$ cat src/rtl/rng_round_controller_if.sv
// rng_round_controller_if: game-FSM, generator, display and keypad signals of one round controller
interface rng_round_controller_if;
  logic       Start;
  logic [1:0] Level;
  logic       Tick;
  logic [3:0] RandIn;
  logic       RandEnable;
  logic [1:0] LevelOut;
  logic [3:0] ShowDigit;
  logic       ShowValid;
  logic [3:0] Guess;
  logic       GuessValid;
  logic       Busy;
  logic       Win;
  logic       Lose;
  logic [7:0] Score;
  modport master (
    output Start, Level, Tick, RandIn, Guess, GuessValid,
    input  RandEnable, LevelOut, ShowDigit, ShowValid, Busy, Win, Lose, Score
  );
  modport slave (
    input  Start, Level, Tick, RandIn, Guess, GuessValid,
    output RandEnable, LevelOut, ShowDigit, ShowValid, Busy, Win, Lose, Score
  );
endinterface

$ cat src/rtl/rng_round_controller.sv
// rng_round_controller: captures, replays and checks a level-sized digit sequence, keeping a saturating score
module rng_round_controller #(
  parameter int SEQ_MAX     = 8,
  parameter int SHOW_TICKS  = 4,
  parameter int INPUT_TICKS = 16
) (
  input logic Clock,
  input logic Reset,
  rng_round_controller_if.slave bus
);
  localparam int IW = $clog2(SEQ_MAX);
  localparam int TW = $clog2(SHOW_TICKS + INPUT_TICKS);
  typedef enum logic [2:0] {IDLE, FILL, SHOW, INPUT, WIN, LOSE} state_t;
  state_t state;
  logic [3:0] digits [SEQ_MAX];
  logic [IW-1:0] idx, last;
  logic [TW-1:0] tcnt;
  logic [1:0] lvl;
  always_comb lvl = bus.Level[1] ? 2'd2 : bus.Level;
  always_ff @(posedge Clock) begin
    if (!Reset) begin
      state <= IDLE;
      idx <= '0;
      last <= '0;
      tcnt <= '0;
      for (int i = 0; i < SEQ_MAX; i++) digits[i] <= '0;
      bus.RandEnable <= 1'b0;
      bus.LevelOut <= 2'd0;
      bus.ShowDigit <= 4'd0;
      bus.ShowValid <= 1'b0;
      bus.Busy <= 1'b0;
      bus.Win <= 1'b0;
      bus.Lose <= 1'b0;
      bus.Score <= 8'd0;
    end else begin
      bus.Win <= 1'b0;
      bus.Lose <= 1'b0;
      case (state)
        IDLE: if (bus.Start) begin
          state <= FILL;
          idx <= '0;
          tcnt <= '0;
          bus.LevelOut <= lvl;
          last <= lvl == 2'd0 ? IW'(3) : lvl == 2'd1 ? IW'(5) : IW'(7);
          bus.RandEnable <= 1'b1;
          bus.Busy <= 1'b1;
        end
        FILL: begin
          digits[idx] <= bus.RandIn;
          idx <= idx + 1'b1;
          if (idx == last) begin
            state <= SHOW;
            idx <= '0;
            tcnt <= '0;
            bus.RandEnable <= 1'b0;
            bus.ShowValid <= 1'b1;
            bus.ShowDigit <= digits[0];
          end
        end
        SHOW: if (bus.Tick) begin
          if (tcnt == TW'(SHOW_TICKS - 1)) begin
            tcnt <= '0;
            if (idx == last) begin
              state <= INPUT;
              idx <= '0;
              bus.ShowValid <= 1'b0;
              bus.ShowDigit <= 4'd0;
            end else begin
              idx <= idx + 1'b1;
              bus.ShowDigit <= digits[idx + 1'b1];
            end
          end else tcnt <= tcnt + 1'b1;
        end
        INPUT: begin
          // a guess takes precedence over a coincident Tick, so it can rescue the last timeout slot
          if (bus.GuessValid) begin
            if (bus.Guess == digits[idx]) begin
              tcnt <= '0;
              idx <= idx + 1'b1;
              if (idx == last) begin
                state <= WIN;
                bus.Win <= 1'b1;
                bus.Score <= bus.Score == 8'd255 ? bus.Score : bus.Score + 8'd1;
              end
            end else begin
              state <= LOSE;
              bus.Lose <= 1'b1;
            end
          end else if (bus.Tick) begin
            if (tcnt == TW'(INPUT_TICKS - 1)) begin
              state <= LOSE;
              bus.Lose <= 1'b1;
            end else tcnt <= tcnt + 1'b1;
          end
        end
        WIN, LOSE: begin
          state <= IDLE;
          idx <= '0;
          tcnt <= '0;
          bus.Busy <= 1'b0;
        end
        default: state <= IDLE;
      endcase
    end
  end
endmodule
$ cat src/flat_wrapper.sv
// flat-port wrapper written by rule: the top's interface ports become plain ports
module rng_round_controller_flat 
#(
  parameter int SEQ_MAX     = 8,
  parameter int SHOW_TICKS  = 4,
  parameter int INPUT_TICKS = 16
)
  (Clock, Reset, bus_Start, bus_Level, bus_Tick, bus_RandIn, bus_Guess, bus_GuessValid, bus_RandEnable, bus_LevelOut, bus_ShowDigit, bus_ShowValid, bus_Busy, bus_Win, bus_Lose, bus_Score);
  rng_round_controller_if bus_i ();
  input logic Clock;
  input logic Reset;
  input wire logic [$bits(bus_i.Start)-1:0] bus_Start;
  input wire logic [$bits(bus_i.Level)-1:0] bus_Level;
  input wire logic [$bits(bus_i.Tick)-1:0] bus_Tick;
  input wire logic [$bits(bus_i.RandIn)-1:0] bus_RandIn;
  input wire logic [$bits(bus_i.Guess)-1:0] bus_Guess;
  input wire logic [$bits(bus_i.GuessValid)-1:0] bus_GuessValid;
  output wire logic [$bits(bus_i.RandEnable)-1:0] bus_RandEnable;
  output wire logic [$bits(bus_i.LevelOut)-1:0] bus_LevelOut;
  output wire logic [$bits(bus_i.ShowDigit)-1:0] bus_ShowDigit;
  output wire logic [$bits(bus_i.ShowValid)-1:0] bus_ShowValid;
  output wire logic [$bits(bus_i.Busy)-1:0] bus_Busy;
  output wire logic [$bits(bus_i.Win)-1:0] bus_Win;
  output wire logic [$bits(bus_i.Lose)-1:0] bus_Lose;
  output wire logic [$bits(bus_i.Score)-1:0] bus_Score;
  assign bus_i.Start = bus_Start;
  assign bus_i.Level = bus_Level;
  assign bus_i.Tick = bus_Tick;
  assign bus_i.RandIn = bus_RandIn;
  assign bus_i.Guess = bus_Guess;
  assign bus_i.GuessValid = bus_GuessValid;
  assign bus_RandEnable = bus_i.RandEnable;
  assign bus_LevelOut = bus_i.LevelOut;
  assign bus_ShowDigit = bus_i.ShowDigit;
  assign bus_ShowValid = bus_i.ShowValid;
  assign bus_Busy = bus_i.Busy;
  assign bus_Win = bus_i.Win;
  assign bus_Lose = bus_i.Lose;
  assign bus_Score = bus_i.Score;
  rng_round_controller #(.SEQ_MAX(SEQ_MAX), .SHOW_TICKS(SHOW_TICKS), .INPUT_TICKS(INPUT_TICKS)) u_core (.Clock(Clock), .Reset(Reset), .bus(bus_i));
endmodule
$ cat config.mk
export PLATFORM = sky130hd
export DESIGN_NAME = rng_round_controller_flat
export DESIGN_NICKNAME = d
export VERILOG_FILES = /design/src/rtl/rng_round_controller_if.sv /design/src/rtl/rng_round_controller.sv /design/src/flat_wrapper.sv
export SDC_FILE = /design/constraint.sdc
export NUM_CORES = 1
export LEC_CHECK = 0
export CAP_MARGIN = 20
export CORE_MARGIN = 1
export CORE_UTILIZATION = 35
export CTS_CLUSTER_DIAMETER = 50
export DETAILED_ROUTE_END_ITERATION = 8
export PLACE_DENSITY = 0.65
export SLEW_MARGIN = 5
export SYNTH_ARGS = -nofsm -noshare
export SYNTH_HDL_FRONTEND = slang
export SYNTH_SLANG_ARGS = --single-unit
$ cat constraint.sdc
create_clock -name Clock -period 2.4 [get_ports Clock]
set_clock_uncertainty 0.1 [all_clocks]
set_input_delay 0.48 -clock Clock [delete_from_list [all_inputs] [get_ports Clock]]
set_output_delay 0.48 -clock Clock [all_outputs]
set_load 0.005 [all_outputs]
==> results.md <==
* Number of cell rows at 37
* CP required at 2.58 ns
* N_diodes at 0
* Slew Viols, Final at 0
* First-pass GRT wire length at 14.45 mm
* Non-filler instance count after layout at 564
* Critical path arrival at 2.52 ns
* Asr flop ratio synth at 0%
* Top delay family on crit path: simple AND/OR/NAND/NOR gates
* Largest net degree at the start of global routing at 32
* FILL cells at 960
* Initial core utilization at 36.05%
* Commonest non-fill, non-tap cells in the layout: 41 x buf_4, 33 x and2_1, 33 x dfxtp_1, 33 x clkdlybuf4s50_1, 32 x edfxtp_1
* Total grt overflow at 0
* Sequential element share of the synthesized area at 45.39%
* Worst-path clk slew at 0.07 ns
* Syn_area_per_cell at 10.59 µm²
* Cell Area, Placed at 4415 µm²
* Die height at 104.9 µm
* Top cell type's share of synthesized area at 25.94%
* First-pass DRT Iterations at 4
* Tcrit/Tclk final at 97.53%
* Syn Inst Count at 350
* Critical path's slowest cell: mux4_2
* Fmax at 427.2 MHz
* HPWL after DPL at 6.768 mm
* Final Total Pwr at 2.873 mW
* Drt drc at 0
* Via density at 5.195
* Vias in the first global route at 2,849
* Buf/Inv on CP at 3
* Post-Place Setup Slack at -0.1105 ns
* Final worst-path setup slack at 0.05939 ns
* YS warnings at 0
* Num CTS Buffers at 9
* TritonCTS clock tree: done
* CTS root buffer: clkbuf_8
* Crit path kind: reg2reg
* Die Span X at 104.9 µm
* Initial antenna violation count at 0
* Status: complete, no violations
* WL per Instance at 16.44 µm
* Post-Syn Area at 3705 µm²
* Layout Nets at 442
* Worst path max stage delay at 0.53 ns
* PortBufs at 33
* Clock Tree Buf Depth at 2
* Vias at 2,930
* GRT Total Usage at 17.13%
* Setup Viol. Count Final at 0
* Worst skew pair latency at 0.35 ns
* Synth Register Bits at 68
* Worst vdd ir at 0.0002629 V
* Placed insts at 543
* Post-synth EDFFs at 32
* Mapped Nets at 369
* Power Dens Cells at 601.3 nW/µm²
* Count of different cell masters after synthesis at 51
* P_leak at 1.746 nW
* Setup crit end kind: flip-flop
* Dominant synthesized flop cell: dfxtp_1
* Sinks on Clock Net at 68
* Final WL at 9.272 mm
* Worst Hold Class: reg2reg
* FF-to-FF setup slack at 0.06 ns
* CP Launch Type: flip-flop
* Top cells by area, synth: edfxtp_1 26%, dfxtp_1 19%, mux4_2 7.3%, mux2i_1 5.7%, and2_1 5.6%
* Initial DRC Count at 160
* Core area at 10,280 µm²
* Most common cell after layout, fill and taps aside: buf_4
* # IOs at 34
* Max-cap violations at 0
* Relative slew margins at 69.90%
* CTS Hold Bufs at 0
* RSZ-0062 raised after global routing: yes
* Area Growth Syn to Fin at 28.98%
* Critical path fanouts, max at 4
* DRT antenna net count at 0
* H-tree depth at 3
* Layout cells sized above 1 at 24.07%
* Minimum clock period at 2.341 ns
* Die area at 11,000 µm²
* Crit path cell chain: buf_6 > inv_6 > mux4_2 > xnor2_2 > nor2_4 > buf_4 > nand4_4 > or3_1 > a21oi_1
* Post-synth top area cell: edfxtp_1
* Hold Violations, Final at 0
* Placer Congestion at 0.8498
* Final instance area at 4778 µm²
* Actual slew at the worst max-slew pin at 0.4509 ns
-- sequential cells by signal (all words and copies together), names as in the netlist, 2 cells and up, named ones only --
signal,count
u_core.bus.LevelOut,2
u_core.bus.Score,8
u_core.bus.ShowDigit,4
u_core.digits,32
u_core.idx,3
u_core.last,3
u_core.state,3
u_core.tcnt,5
-- synth_stat cells (all sizes together) (2+ instances only) --
cell type and instances:
a211oi 3, a21o 4, a21oi 13, a221oi 2, a22oi 3, and2 33, and3 6, buf 6
clkbuf 9, clkinv 2, dfxtp 36, edfxtp 32, ha 4, inv 6, mux2 6, mux2i 22
mux4 12, nand2 28, nand2b 12, nand3 15, nand3b 4, nand4 2, nor2 28, nor2b 5
nor3 7, o211ai 3, o21ai 18, o2bb2ai 3, o31ai 2, or3 4, xnor2 2, xor2 5
-- final cells by class --
cell class	instances	area (µm²)	share of cell area, %
Tap cell	136	170.2	3.561
Multi-Input combinational cell	259	2017	42.21
Clock inverter	2	35.03	0.7332
Clock buffer	14	152.6	3.195
Inverter	8	35.03	0.7332
Timing Repair Buffer	77	680.7	14.24
Sequential cell	68	1688	35.32
-- metrics by stage --
| step | util (%) | hold WS, ns | setup TNS, ns |
|---|---|---|---|
| after global routing | 46.49 | 0.4064 | -0.09521 |
| after CTS | 45.18 | 0.3822 | 0 |
| after detailed placement | 42.96 | 0.3673 | -0.7725 |
| final | 46.49 | 0.3796 | 0 |
| after global placement | 42.96 | 0.3623 | -0.4570 |
| after floorplan | - | 0.3462 | 0 |
-- power breakdown --
| part | internal (mW) | switching, mW | total [mW] |
|---|---|---|---|
| logic | 0.312 | 0.309 | 0.621 |
| clock network | 0.509 | 0.421 | 0.930 |
| registers | 1.27 | 0.0523 | 1.32 |
-- final timing paths --
| path | startpoint | endpoint | cells after the start |
|---|---|---|---|
| max | flip-flop | u_core.bus.Score[4] | 9 |
| max reg2reg | flip-flop | u_core.bus.Score[4] | 9 |
| min | u_core.bus.LevelOut[0] | u_core.bus.LevelOut[0] | 2 |
| min reg2reg | u_core.bus.LevelOut[0] | u_core.bus.LevelOut[0] | 2 |
-- worst min-delay path: cells and delay by family (launching register included) --
family,cells,cell delay (ns)
DFF,1,0.31
and+or+nand+nor,1,0.06
AOI/OAI and AO/OA,1,0.06
-- cells by family (layout without fill, tap and decap cells) --
kind of cell,count (synthesis),count (layout),share of synthesized area [%]
compound gates,59,59,11.18
buf+inv,23,101,3.377
mux,40,40,15.16
fa+ha+maj,5,5,1.621
simple gates,148,148,21.61
xor+xnor,7,7,1.655
flops,68,68,45.39
-- timing repair --
item,in CTS,in global routing
setup buffers,0,6
gates resized for setup,11,21
endpoints found under the setup margin,17,20
pin swaps,1,9
-- metal layers --
metal	vias up	GRT usage, %	wire length, µm
met3	22	3.805	398
met1	1390	21.37	3998
met2	89	27.34	4591
met5	-	0	0
li1	1429	-	-
met4	0	9.759	283
No activity file was read; power rests on OpenSTA's default activity.
